File: src/rtl/ps2_pkg.sv
// Shared PS/2 set-2 decoding definitions: prefix bytes, decoder states and
// the bit layout of a packed key event {ext, brk, code}.
package ps2_pkg;

  localparam logic [7:0] PS2_PREFIX_EXT = 8'hE0;
  localparam logic [7:0] PS2_PREFIX_BRK = 8'hF0;

  // Number of flag bits packed above the scan code in an event word.
  localparam int EVT_FLAG_W = 2;

  // Prefix-tracking states of the scan byte decoder.
  typedef enum logic [1:0] {
    ST_IDLE    = 2'd0,
    ST_EXT     = 2'd1,
    ST_BRK     = 2'd2,
    ST_EXT_BRK = 2'd3
  } ps2_state_t;

  // Bit position of the ext flag in an event word of the given code width;
  // brk sits one bit below it, the code occupies the low bits.
  function automatic int evt_ext_bit(input int data_w);
    return data_w + 1;
  endfunction

  function automatic int evt_brk_bit(input int data_w);
    return data_w;
  endfunction

endpackage

File: src/rtl/ps2_key_event_decoder_fifo.sv
// Small event FIFO: push/pop with simultaneous push+pop allowed even when
// full, head word presented combinationally, and a drop strobe when a push
// is refused because there is no room.
module key_event_fifo #(
  parameter int WIDTH = 10,
  parameter int DEPTH = 4
) (
  input  logic                     clk_Nexys,
  input  logic                     Reset_n,
  input  logic                     push,
  input  logic                     pop,
  input  logic [WIDTH-1:0]         din,
  output logic [WIDTH-1:0]         dout,
  output logic                     full,
  output logic                     empty,
  output logic [$clog2(DEPTH):0]   count,
  output logic                     drop
);

  localparam int AW = $clog2(DEPTH);

  logic [WIDTH-1:0] mem [DEPTH];
  logic [AW-1:0]    wr_ptr_reg;
  logic [AW-1:0]    rd_ptr_reg;
  logic [AW:0]      count_reg;
  logic             pop_ok;
  logic             push_ok;

  assign empty   = (count_reg == '0);
  assign full    = (count_reg == (AW+1)'(DEPTH));
  assign pop_ok  = pop && !empty;
  // A pop in the same cycle frees the slot, so a full FIFO still accepts.
  assign push_ok = push && (!full || pop_ok);
  assign drop    = push && !push_ok;
  assign count   = count_reg;
  // Show zeros when nothing is stored so an empty head never leaks stale data.
  assign dout    = empty ? '0 : mem[rd_ptr_reg];

  // Storage write; pointers wrap naturally because DEPTH is a power of two.
  always_ff @(posedge clk_Nexys) begin
    if (push_ok) mem[wr_ptr_reg] <= din;
  end

  // Pointer and occupancy bookkeeping.
  always_ff @(posedge clk_Nexys or negedge Reset_n) begin
    if (!Reset_n) begin
      wr_ptr_reg <= '0;
      rd_ptr_reg <= '0;
      count_reg  <= '0;
    end else begin
      if (push_ok) wr_ptr_reg <= wr_ptr_reg + 1'b1;
      if (pop_ok)  rd_ptr_reg <= rd_ptr_reg + 1'b1;
      if (push_ok && !pop_ok)      count_reg <= count_reg + 1'b1;
      else if (pop_ok && !push_ok) count_reg <= count_reg - 1'b1;
    end
  end

endmodule

File: src/rtl/ps2_key_event_decoder.sv
// PS/2 set-2 key event decoder: strips E0/F0 prefixes from the scan byte
// stream, filters typematic repeats of the held key, and queues complete
// {ext, brk, code} events for a valid/ready consumer.
module ps2_key_event_decoder
  import ps2_pkg::*;
#(
  parameter int DATA_W     = 8,
  parameter int FIFO_DEPTH = 4,
  parameter bit FILTER_REP = 1'b1,
  parameter bit REPORT_BRK = 1'b1
) (
  input  logic                        clk_Nexys,
  input  logic                        Reset_n,
  input  logic [DATA_W-1:0]           byte_dato,
  input  logic                        scan_done_tick,
  input  logic                        evt_ready,
  output logic                        evt_valid,
  output logic [DATA_W-1:0]           evt_code,
  output logic                        evt_ext,
  output logic                        evt_brk,
  output logic [$clog2(FIFO_DEPTH):0] evt_count,
  output logic                        overflow
);

  localparam int EVT_W = DATA_W + EVT_FLAG_W;

  ps2_state_t        state_reg, state_next;
  logic              emit, emit_ext, emit_brk;
  logic              is_ext, is_brk;
  logic [DATA_W:0]   held_reg;
  logic              held_vld_reg;
  logic              held_match;
  logic              push;
  logic              fifo_empty, fifo_full, fifo_drop;
  logic [EVT_W-1:0]  head;
  logic              overflow_reg;

  assign is_ext = (byte_dato == DATA_W'(PS2_PREFIX_EXT));
  assign is_brk = (byte_dato == DATA_W'(PS2_PREFIX_BRK));

  // Prefix state register.
  always_ff @(posedge clk_Nexys or negedge Reset_n) begin
    if (!Reset_n) state_reg <= ST_IDLE;
    else          state_reg <= state_next;
  end

  // Prefix tracking and event emission on each received byte.
  always_comb begin
    state_next = state_reg;
    emit       = 1'b0;
    emit_ext   = 1'b0;
    emit_brk   = 1'b0;
    if (scan_done_tick) begin
      case (state_reg)
        ST_IDLE: begin
          if (is_ext)      state_next = ST_EXT;
          else if (is_brk) state_next = ST_BRK;
          else             emit = 1'b1;
        end
        ST_EXT: begin
          if (is_brk)      state_next = ST_EXT_BRK;
          else if (is_ext) state_next = ST_EXT;
          else begin
            emit       = 1'b1;
            emit_ext   = 1'b1;
            state_next = ST_IDLE;
          end
        end
        ST_BRK: begin
          // A prefix after F0 is malformed: abandon the sequence silently.
          state_next = ST_IDLE;
          if (!is_ext && !is_brk) begin
            emit     = 1'b1;
            emit_brk = 1'b1;
          end
        end
        default: begin
          state_next = ST_IDLE;
          if (!is_ext && !is_brk) begin
            emit     = 1'b1;
            emit_ext = 1'b1;
            emit_brk = 1'b1;
          end
        end
      endcase
    end
  end

  assign held_match = held_vld_reg && (held_reg == {emit_ext, byte_dato});
  // Makes repeating the held key are typematic noise; breaks go only if reported.
  assign push = emit && (emit_brk ? REPORT_BRK : !(FILTER_REP && held_match));

  // Held-key tracking; updated on the filter decision even if the FIFO drops it.
  always_ff @(posedge clk_Nexys or negedge Reset_n) begin
    if (!Reset_n) begin
      held_reg     <= '0;
      held_vld_reg <= 1'b0;
    end else if (emit) begin
      if (!emit_brk && push) begin
        held_reg     <= {emit_ext, byte_dato};
        held_vld_reg <= 1'b1;
      end else if (emit_brk && held_match) begin
        held_vld_reg <= 1'b0;
      end
    end
  end

  key_event_fifo #(
    .WIDTH (EVT_W),
    .DEPTH (FIFO_DEPTH)
  ) u_fifo (
    .clk_Nexys (clk_Nexys),
    .Reset_n   (Reset_n),
    .push      (push),
    .pop       (evt_ready),
    .din       ({emit_ext, emit_brk, byte_dato}),
    .dout      (head),
    .full      (fifo_full),
    .empty     (fifo_empty),
    .count     (evt_count),
    .drop      (fifo_drop)
  );

  // Sticky record that at least one event was lost to a full FIFO.
  always_ff @(posedge clk_Nexys or negedge Reset_n) begin
    if (!Reset_n)       overflow_reg <= 1'b0;
    else if (fifo_drop) overflow_reg <= 1'b1;
  end

  assign evt_valid = !fifo_empty;
  assign evt_ext   = head[evt_ext_bit(DATA_W)];
  assign evt_brk   = head[evt_brk_bit(DATA_W)];
  assign evt_code  = head[DATA_W-1:0];
  assign overflow  = overflow_reg;

endmodule
File: config.mk
export PLATFORM = sky130hd
export DESIGN_NAME = ps2_key_event_decoder
export DESIGN_NICKNAME = d
export VERILOG_FILES = /design/src/rtl/ps2_pkg.sv /design/src/rtl/ps2_key_event_decoder_fifo.sv /design/src/rtl/ps2_key_event_decoder.sv
export SDC_FILE = /design/constraint.sdc
export NUM_CORES = 1
export LEC_CHECK = 0
export ABC_CLOCK_PERIOD_IN_PS = 2260
export CAP_MARGIN = 20
export CORE_ASPECT_RATIO = 2
export CORE_MARGIN = 2
export CORE_UTILIZATION = 50
export CTS_CLUSTER_SIZE = 8
export DETAILED_ROUTE_END_ITERATION = 6
export PLACE_DENSITY = 0.74
export SYNTH_ARGS = -nofsm -noshare
export SYNTH_HDL_FRONTEND = slang
export SYNTH_SLANG_ARGS = --single-unit
File: constraint.sdc
create_clock -name clk_Nexys -period 2.26 [get_ports clk_Nexys]
set_input_delay 0.565 -clock clk_Nexys [delete_from_list [all_inputs] [get_ports clk_Nexys]]
set_output_delay 0.565 -clock clk_Nexys [all_outputs]
set_load 0.01 [all_outputs]
======== Word-level counts from Yosys, hierarchy flattened ========
Memory sizes are Yosys's and may differ from the RTL's.
Index checks and enable logic that the tools add are counted.
operators by class
  equal/unequal tests ..................... 7
  reduce and logical (&&, ||, !) cells .... 28
  add/sub/neg operators ................... 4
  muxes and demuxes ....................... 24
operators by type and width
  kind                 number
  $eq 8x8->1 const B   2
  $mux 1               15
  $logic_and 1x1->1    10
  $mux 10              1
  $eq 9x9->1           1
  $logic_not 1->1      8
  $mux 2               3
  $mux 3               2
  $reduce_and 2->1     3
  $add 2x1->2 const B  2
  $pmux 1 s2           2
  $pmux 2 s2           1
  $reduce_bool 2->1    2
  $reduce_or 2->1      2
  $add 3x1->3 const B  1
  $eq 3x3->1 const B   1
  $logic_not 3->1      1
  $ne 3x3->1 const B   1
  $sub 3x1->3 const B  1
  $eq 2x1->1 const B   1
  $eq 2x2->1 const B   1
  $logic_not 2->1      1
  $logic_or 1x1->1     1
storage, ports and cells
  input port bits ......................... 12
  bits in writable memories ............... 40
  memories kept ........................... 1
  output and inout port bits .............. 15
  logic and storage cells ................. 71
  flip-flop bits (word level) ............. 20
memory list
  memory      words  bits a word  rd ports  clocked after Yosys merged registers in  wr ports  line                              text
  u_fifo.mem  4      10           1         0                                        1         ps2_key_event_decoder_fifo.sv:22  logic [WIDTH-1:0] mem [DEPTH];

======== Longest topological paths before layout ========
Gate-level depths: netlist of run 1.
  depth in word-level cells ............... 16
  gate-level depth with buffers ........... 11
  gate-level depth less buffers ........... 10

======== Hierarchy ========
From an unflattened synthesis of run 1, not the netlist that was laid out.
second synthesis, totals
  cell total of the unflattened synthesis .. 160
  area total of the unflattened synthesis .. 2,628.8 µm²
modules (own cells, without submodules)
  module                 sequential area each (µm²)  cells an instance  area an instance (µm²)  instances
  key_event_fifo         1,376.3                     100                1,940.6                 1
  ps2_key_event_decoder  325.3                       60                 688.2                   1

======== Worst setup path after synthesis of run 1 ========
No wires, ideal clock.
  path type ............................... input to register
  start point ............................. in byte_dato[3]
  end point ............................... reg u_fifo.count_reg[1], in the netlist u_fifo.count[1]
  stages on the path ...................... 9
  data required time ...................... 2.135 ns
  setup time .............................. 0.125 ns
  path slack .............................. -0.220 ns
  path buffers ............................ 1
  arrival time ............................ 2.355 ns
  path through ............................ nand4b_1 > or4_1 > buf_6 > nand2_2 > a211oi_2 > ha_1 > inv_1 > fa_1 > mux2_2
between the ends
  cells in the longest elaborated chain, start to end .. 15
  elaborated cells on any way between the ends .. 27
  those cells by class .................... eq/ne: 3; mux: 13; reduce/logical: 11
RTL lines
  element                        line                                                      text
  start, declared                ps2_key_event_decoder.sv:14                               input logic [DATA_W-1:0] byte_dato,
  $eq 8x8->1 (on tied branches)  ps2_key_event_decoder.sv:38, ps2_key_event_decoder.sv:39
  $logic_not 1->1                ps2_key_event_decoder.sv:72, ps2_key_event_decoder.sv:79
  $logic_and 1x1->1              ps2_key_event_decoder.sv:72, ps2_key_event_decoder.sv:79
  $mux 1                         ps2_key_event_decoder.sv:72, ps2_key_event_decoder.sv:79
  $pmux 1 s2                     ps2_key_event_decoder.sv:54                               case (state_reg)
  $mux 1                         ps2_key_event_decoder.sv:53                               if (scan_done_tick) begin
  $eq 9x9->1                     ps2_key_event_decoder.sv:89                               assign held_match = held_vld_reg && (held_reg == {emit_ext, byte_dato});
  $logic_and 1x1->1              ps2_key_event_decoder.sv:89
  $logic_not 1->1                ps2_key_event_decoder.sv:91                               assign push = emit && (emit_brk ? REPORT_BRK : !(FILTER_REP && held_match));
  $mux 1                         ps2_key_event_decoder.sv:91
  $logic_and 1x1->1 *            ps2_key_event_decoder.sv:91
  $logic_and 1x1->1 *            ps2_key_event_decoder_fifo.sv:33                          assign push_ok = push && (!full || pop_ok);
  net u_fifo.push_ok             ps2_key_event_decoder_fifo.sv:27                          logic push_ok;
  $logic_not 1->1                ps2_key_event_decoder_fifo.sv:54                          else if (pop_ok && !push_ok) count_reg <= count_reg - 1'b1;
  $logic_and 1x1->1              ps2_key_event_decoder_fifo.sv:54
  $reduce_bool 2->1 (no line)    --
  end signal, assigned           ps2_key_event_decoder_fifo.sv:53                          if (push_ok && !pop_ok) count_reg <= count_reg + 1'b1;
  end signal, assigned           ps2_key_event_decoder_fifo.sv:54
  end, declared                  ps2_key_event_decoder_fifo.sv:25                          logic [AW:0] count_reg;
The timed path passes the listed nets; every way through them passes the cells marked *.
A chain may end at the register's enable or synchronous reset.

======== Worst setup path after layout of run 1 ========
  start point ............................. in byte_dato[7]
  end point ............................... reg u_fifo.count_reg[1], in the netlist u_fifo.count[1]
Same word-level chain as after synthesis.

==> results of run 1 <==
[repair_timing]
item                                    in CTS  in global routing
cloned                                       1                  0
setup buffers                               10                  4
pin swaps                                   21                  8
resized for setup                           81                 26
endpoints found under the setup margin      53                 17
[final cells by class]
type                    count  area, um^2  share of cell area (%)
multi-input cells          85       979.7                   27.29
well taps                  58       72.57                   2.022
inverters                   4       15.01                  0.4183
repair buffers             67       573.1                   15.96
clock inverters             7       122.6                   3.416
flip-flops and latches     60        1703                   47.44
clock buffers               9       123.9                   3.451
[worst max-delay path, stage by stage]
cell	delay, ns
buf_2	0.11
buf_4	0.14
xnor2_2	0.19
nand2_1	0.12
nor3_4	0.29
a211oi_4	0.10
ha_2	0.19
inv_2	0.05
fa_2	0.41
mux2_4	0.28
[how the worst max path moves through the flow]
stage | cells past startpoint | startpoint | to
global route | 4 | u_fifo.rd_ptr_reg[0]$_DFFE_PN0P_ | evt_code[4]
CTS | 4 | u_fifo.rd_ptr_reg[0]$_DFFE_PN0P_ | evt_code[0]
global placement | 9 | byte_dato[3] | u_fifo.count[1]$_DFFE_PN0P_
finish | 10 | byte_dato[7] | u_fifo.count[1]$_DFFE_PN0P_
floorplan | 9 | byte_dato[3] | u_fifo.count[1]$_DFFE_PN0P_
detailed placement | 11 | byte_dato[0] | u_fifo.count[2]$_DFFE_PN0P_
[synthesized netlist by cell type (all sizes together), types with 2 or more instances]
master	instances	area (um^2)
xnor2	13	113.9
nand4	3	18.77
xor2	2	17.52
ha	5	62.56
dfrtp	20	500.5
mux4	10	225.2
mux2	11	131.4
and2	14	87.58
nor2	3	13.77
clkbuf	2	7.510
buf	3	23.77
nand2	4	17.52
inv	4	15.01
edfxtp	40	1201
nand3	4	32.53
or3	2	12.51
[cell families after synthesis]
kind of cell | share of synthesized area (%)
flops | 65.23
simple gates | 9.209
xor+xnor | 5.036
mux | 13.67
buf+inv | 1.774
compound gates | 1.919
fa+ha+maj | 3.165
[power by group]
group | internal (mW) | switching [mW] | leakage [nW]
registers | 1.43 | 0.110 | 0.602
logic | 1.01 | 0.693 | 0.725
clock network | 0.737 | 0.435 | 0.116
[per-layer routing]
layer | track usage [%] | part of all wire, % | up-vias
li1 | - | - | 725
met1 | 21.73 | 35 | 809
met2 | 35.97 | 58 | 46
met3 | 4.073 | 3.2 | 16
met4 | 12.72 | 3.5 | 0
met5 | 0 | 0 | -
==> impl_metrics.ini, run 1 <==
[clock_network]
cts.clk_slew.worst_paths_ns = 0.07
cts_sinks = 60
cts_tree = yes
insertion_delay_ns = 0.34
clock-root-buffer = clkbuf_8
cts_buffer_depth = 2
hold_buffers = 0
cts_buffers = 9
htree_levels = 3

[floorplan]
core-area_um2 = 5092
rows = 37
fp.dieH_um = 106.2
dieArea_um2 = 5846
ios = 27
fp.dieW_um = 55.08
start_util_pct = 51.23

[min_path]
hp-start = byte_dato[3]
hp-class = input pin to flop
holdPathEnd = held_reg[3]$_DFFE_PN0P_
min_path_cells = 2

[placement]
place_inst = 259
portBuffers = 26
place_ws_ns = -0.7092
gp_congestion = 0.8059
dp_hpwl_um = 3570
placed_area_um2 = 3133

[sta]
max_freq_ghz = 0.4463
max_slew_margin_pct = 63.30
holdWs_ns = 0.4728
finalCritPeriodShare_pct = 99.14
fin_skew_ns = 0.008950
layout_setup_ws_ns = 0.01953
setup_tns_ns = 0
setup_violations = 0
fin_crit_ns = 2.240
grt_setup_unrepaired = yes
drv_slew = 0
hold_violations = 0
tightestPinTransition_ns = 0.5505

[power]
leakage_nw = 1.443
total_power_mw = 4.419
power.density_nw_per_um2 = 1231
ir_drop_uv = 951.0

[worst_setup_path]
required_ns = 2.49
path_max_fanout = 3
crit-reg2reg-capture = u_fifo.count[1]$_DFFE_PN0P_
startpoint_type = input pin
path_class = input pin to flop
crit_path_end_kind = flop
reg2reg_depth = 8
cp.arrival_ns = 2.47
r2r_slack_ns = 0.04
rr_startpoint = held_reg[6]$_DFFE_PN0P_

[global_route]
antenna_found_initial = 0
grt_usage_pct = 20.90
grt_overflow = 0
grt_pass1_vias = 1746
grt_max_degree = 21
grt_pass1_wl_um = 8349

[route]
ant_nets = 0
drcViolationCount = 0
first_pass_iters = 4
vias_per_cell = 5.503
first_iter_violations = 50
vias = 1596
routed_wl_um = 5246
wl_per_cell_um = 18.09

[layout]
drive_above_1_share_pct = 53.45
area_growth_pct = 37.60
antenna_cells = 0
largest_reg_flops = 40
fill_cells = 346
fin_area_um2 = 3590
layout.cells.non_filler = 290
final_util_pct = 70.49
fin_nets = 245
mostFrequentLayoutCells = 40 x edfxtp_1, 37 x buf_4, 19 x dfrtp_1
layout_commonest_cell = edfxtp_1

[synthesis]
synth_flop_cell = edfxtp_1
synth-edff-count = 40
ys_ff_latch = 60
synth.distinct_cells = 36
netlist_instances = 154
synth.cell_area_um2 = 2609
syn_area_per_cell_um2 = 16.94
ys_seq_area_share_pct = 65.23
async_flop_share_pct = 33.33
syn_nets = 172
ys_warn_count = 0

[status]
status = finished clean

[run]
cap_violations = 0
Power figures use the tool's default switching activity.
==> inputs of run 2 (changes only) <==
- ABC_CLOCK_PERIOD_IN_PS: 2260 -> not set
==> results of run 2 <==
Final layout, timing and power as in run 1 (identical DEF).
